===== src/rtl/fibonacci_index_if.sv =====
// Handshake bundle for the Fibonacci index classifier.
// Input value channel plus result channel, both valid/ready.
interface fibonacci_index_if #(
    parameter int N  = 13,
    parameter int IW = 5
);
    logic          in_valid;
    logic          in_ready;
    logic [N-1:0]  value;
    logic          out_valid;
    logic          out_ready;
    logic          is_fib;
    logic [IW-1:0] index;

    modport master (
        output in_valid, value, out_ready,
        input  in_ready, out_valid, is_fib, index
    );

    modport slave (
        input  in_valid, value, out_ready,
        output in_ready, out_valid, is_fib, index
    );
endinterface


===== src/rtl/fibonacci_index.sv =====
// Classifies an N-bit value as a Fibonacci number and reports its index.
// Regenerates the sequence one term per cycle until it reaches the value.
module fibonacci_index #(
    parameter int N  = 13,
    parameter int IW = 5
) (
    input logic              clk,
    input logic              reset_n,
    fibonacci_index_if.slave bus
);
    typedef enum logic [1:0] {
        IDLE,
        SEARCH,
        DONE
    } state_t;

    state_t        state;
    logic [N-1:0]  v;
    logic [N:0]    a;
    logic [N:0]    b;
    logic [IW-1:0] k;
    logic          in_ready_q;
    logic          out_valid_q;
    logic          is_fib_q;
    logic [IW-1:0] index_q;

    assign bus.in_ready  = in_ready_q;
    assign bus.out_valid = out_valid_q;
    assign bus.is_fib    = is_fib_q;
    assign bus.index     = index_q;

    // Control FSM, sequence terms and registered result.
    always_ff @(posedge clk or negedge reset_n) begin
        if (!reset_n) begin
            state       <= IDLE;
            v           <= '0;
            a           <= '0;
            b           <= '0;
            k           <= '0;
            in_ready_q  <= 1'b0;
            out_valid_q <= 1'b0;
            is_fib_q    <= 1'b0;
            index_q     <= '0;
        end else begin
            case (state)
                IDLE: begin
                    if (!in_ready_q) begin
                        in_ready_q <= 1'b1;
                    end else if (bus.in_valid) begin
                        v          <= bus.value;
                        a          <= '0;
                        b          <= (N+1)'(1);
                        k          <= '0;
                        in_ready_q <= 1'b0;
                        state      <= SEARCH;
                    end
                end
                SEARCH: begin
                    // b may wrap on the final step; it is never used then.
                    if (a >= {1'b0, v}) begin
                        is_fib_q    <= (a == {1'b0, v});
                        index_q     <= k;
                        out_valid_q <= 1'b1;
                        state       <= DONE;
                    end else begin
                        a <= b;
                        b <= a + b;
                        k <= k + IW'(1);
                    end
                end
                DONE: begin
                    if (bus.out_ready) begin
                        out_valid_q <= 1'b0;
                        in_ready_q  <= 1'b1;
                        state       <= IDLE;
                    end
                end
                default: begin
                    state <= IDLE;
                end
            endcase
        end
    end
endmodule

===== src/flat_wrapper.sv =====
// flat-port wrapper written by rule: the top's interface ports become plain ports
module fibonacci_index_flat 
#(
    parameter int N  = 13,
    parameter int IW = 5
)
  (clk, reset_n, bus_in_valid, bus_value, bus_out_ready, bus_in_ready, bus_out_valid, bus_is_fib, bus_index);
  fibonacci_index_if #(.N(N), .IW(IW)) bus_i ();
  input logic clk;
  input logic reset_n;
  input wire logic [$bits(bus_i.in_valid)-1:0] bus_in_valid;
  input wire logic [$bits(bus_i.value)-1:0] bus_value;
  input wire logic [$bits(bus_i.out_ready)-1:0] bus_out_ready;
  output wire logic [$bits(bus_i.in_ready)-1:0] bus_in_ready;
  output wire logic [$bits(bus_i.out_valid)-1:0] bus_out_valid;
  output wire logic [$bits(bus_i.is_fib)-1:0] bus_is_fib;
  output wire logic [$bits(bus_i.index)-1:0] bus_index;
  assign bus_i.in_valid = bus_in_valid;
  assign bus_i.value = bus_value;
  assign bus_i.out_ready = bus_out_ready;
  assign bus_in_ready = bus_i.in_ready;
  assign bus_out_valid = bus_i.out_valid;
  assign bus_is_fib = bus_i.is_fib;
  assign bus_index = bus_i.index;
  fibonacci_index #(.N(N), .IW(IW)) u_core (.clk(clk), .reset_n(reset_n), .bus(bus_i));
endmodule

===== config.mk =====
export PLATFORM = sky130hd
export DESIGN_NAME = fibonacci_index_flat
export DESIGN_NICKNAME = d
export VERILOG_FILES = /design/src/rtl/fibonacci_index_if.sv /design/src/rtl/fibonacci_index.sv /design/src/flat_wrapper.sv
export SDC_FILE = /design/constraint.sdc
export NUM_CORES = 1
export LEC_CHECK = 0
export ABC_CLOCK_PERIOD_IN_PS = 3100
export BUFFER_PORTS_ARGS = -buffer_cell sky130_fd_sc_hd__buf_2
export CORE_MARGIN = 3
export CORE_UTILIZATION = 60
export CTS_BUF_LIST = sky130_fd_sc_hd__clkbuf_8
export CTS_CLUSTER_SIZE = 8
export DETAILED_ROUTE_END_ITERATION = 7
export GPL_ROUTABILITY_DRIVEN = 0
export HOLD_SLACK_MARGIN = 0.05
export PLACE_DENSITY = 0.8
export SLEW_MARGIN = 20
export SYNTH_ARGS = -nofsm -noshare
export SYNTH_HDL_FRONTEND = slang
export SYNTH_SLANG_ARGS = --single-unit

===== constraint.sdc =====
create_clock -name clk -period 3.1 [get_ports clk]
set_input_delay 0.31 -clock clk [delete_from_list [all_inputs] [get_ports clk]]
set_output_delay 0.31 -clock clk [all_outputs]
set_load 0.005 [all_outputs]

==> metrics.cfg <==
[status]
outcome = complete, no violations

[logic_synthesis]
syn-num-nets = 381
synthFlopType = dfrtp_1
ys_warn_count = 0
synth-seq-cells = 56
synth.distinct_cells = 47
avgSynthCellArea_um2 = 9.41
synthesis.area_um2 = 3160
synth.area.top_cells = dfrtp_1 44%, ha_1 11%, nand2_1 7.5%
async_reset_ff_frac = 1.00
synth_edf_count = 0
synthCells = 336
ys_seq_area_frac = 0.443
netlist.area_leader.share = 0.443
synth_top_cell_by_area = dfrtp_1

[clock_tree]
ctsResizeCount = 0
ctsHoldBuffers = 1
cts_tree = yes
clockBufferDepth = 2
clock-sinks = 56
cts-root-buf = clkbuf_8
cts_setup_buffers = 0
clk_pin_slew_worst_paths_ns = 0.10
cts-htree-levels = 2
cts-buffers-inserted = 5
clk_latency_ns = 0.31

[placed_design]
pre_cts_ws_ns = 0.694
dp_hpwl_um = 4490
port_buffers = 24
placed_cells = 416

[timing]
fin_setup_tns_ns = 0
slew_viol_final = 0
finalClockSkew_ns = 0.0113
max-slew-margin-rel = 0.590
worstMarginPinSlew_ns = 0.615
fmax_ghz = 0.409
final.setup.worst_slack_ns = 0.658
min_period_over_period = 0.788
rsz0062_at_grt = no
setup_viol_count_final = 0
hold_violations = 0
fin_crit_ns = 2.44

[detailed_routing]
drc = 0
dr.pass1.iters = 4
first_iter_violations = 110
wl_um = 6040
vias_per_cell = 5.67
num_vias = 2403
ant_nets = 0
wl_per_cell_um = 14.2

[critical_path]
worst-path-max-fanout = 44
startpoint_type = flop
crit_path_max_incr_delay_ns = 0.42
cpMostUsedCell = o21a_1
path_class = flop to flop
crit_chain = ha_1 > and4_1 > a41oi_1 > o21a_1 > o2111a_2 > buf_12 > o21ai_0 > o21a_1
critical-path-slowest-cell = dfrtp_1
cp-end-kind = flop
cp.arrival_ns = 2.64
worstPathRequired_ns = 3.30

[power_and_ir_drop]
p_seq_frac = 0.375
p_int_w = 0.00189
power.leakage_nw = 1.67
combPwrFrac = 0.508
p_sw_w = 0.00139
ir_drop_mv = 0.459
swShare = 0.424
total_power_w = 0.00328
clock_power_share = 0.117
cellPowerDensity_nw_per_um2 = 959

[floorplanning]
coreArea_um2 = 4910
io_pins = 25
fp-row-count = 25
die_w_um = 78.6
die_area_um2 = 6170
fp.dieH_um = 78.6
initial_core_util = 0.644

[finish]
final_common_cell = nand2_1
final_net_count = 402
syn_to_final_growth_pct = 8.16
drive_above_1_share = 0.129
insertedDiodeCount = 0
final_cell_mix = 63 x nand2_1, 56 x dfrtp_1, 43 x o21ai_0
fin_cells = 424

[global_routing]
grt_pass1_wl_um = 10500
grt_max_degree = 45
gr-total-overflow = 0
grt_pass1_vias = 2321
track_usage = 0.215
antenna_found_initial = 0

[job]
max_cap_violations = 0

[hold_path]
holdCritPathClass = input port to flop

==> Yosys cell counts, drive strengths merged, types with 2 or more instances <==
cell type  instances
a211oi             3
a21boi             2
a21o               7
a21oi             15
a22o               4
a31o               3
and4               2
buf                7
clkbuf             8
dfrtp             56
ha                27
inv               20
mux2               7
mux2i              5
nand2             63
nand2b             6
nand3              6
nand3b             2
nand4              2
nand4b             2
nor2              14
nor2b              3
o21a               3
o21ai             43
o31ai              2
or3                2
xnor2              7
==> layout make-up <==
class                      count  area [um2]
multi-input combinational    245        1600
timing repair buffer          29         173
clock buffer                   5        68.8
fill                         385        1490
sequential                    56        1400
tap                           67        83.8
inverter                      20        75.1
clock inverter                 2        12.5
==> path summary, 6_finish.rpt <==
kind | from | endpoint | slack [ns] | cells past startpoint
min reg2reg | u_core.v[0] | u_core.v[0] | 0.50 | 2
max | u_core.a[5] | u_core.b[13] | 0.66 | 8
max reg2reg | u_core.a[5] | u_core.b[13] | 0.66 | 8
max in group asynchronous | reset_n | u_core.b[12] | 1.76 | 3
min in group asynchronous | reset_n | u_core.v[4] | 0.54 | 2
min | bus_value[0] | u_core.v[0] | 0.19 | 3
==> registers in the layout (all words and copies together), names as in the netlist <==
signal                flops
u_core.a                 14
u_core.b                 14
u_core.bus.in_ready       1
u_core.bus.index          5
u_core.bus.is_fib         1
u_core.bus.out_valid      1
u_core.k                  5
u_core.state              2
u_core.v                 13
==> worst max-delay path, delay by kind of cell (launching register included) <==
| kind | cells | cell delay [ns] |
|---|---|---|
| DFF | 1 | 0.42 |
| and+or+nand+nor | 1 | 0.24 |
| adders and majority gates | 1 | 0.33 |
| buffers and inverters | 1 | 0.25 |
| AOI/OAI and AO/OA | 5 | 1.08 |
==> layer usage <==
layer	up-vias	wire length, um	GRT usage
li1	1220	-	-
met1	1141	2970	0.282
met2	33	2810	0.358
met3	9	179	0.0333
met4	0	89	0.0804
met5	-	0	0
==> power groups by stage <==
stage / sequential, W / clock [W] / combinational [W]
floorplan: 0.00118 / 0 / 0.00133
global placement: 0.00123 / 0 / 0.00160
detailed placement: 0.00124 / 0 / 0.00167
CTS: 0.00123 / 0.000393 / 0.00168
global route: 0.00126 / 0.000421 / 0.00190
finish: 0.00123 / 0.000383 / 0.00166
==> metrics by stage <==
step | hold WS, ns | area, um2 | utilization
after global placement | 0.361 | 3330 | 0.677
after detailed placement | 0.357 | 3330 | 0.677
after CTS | 0.185 | 3420 | 0.696
after floorplan | 0.0144 | 3160 | -
after global routing | 0.196 | 3420 | 0.696
final | 0.192 | 3420 | 0.696
==> cells by family after synthesis <==
group / Yosys count / synth area share
AOI/OAI and AO/OA: 93 / 0.184
and+or+nand+nor: 104 / 0.147
buffers and inverters: 35 / 0.0495
muxes: 12 / 0.0408
DFF: 56 / 0.443
xor gates and xnor gates: 8 / 0.0222
adders and majority gates: 28 / 0.113
(Power assumes the default switching activity.)
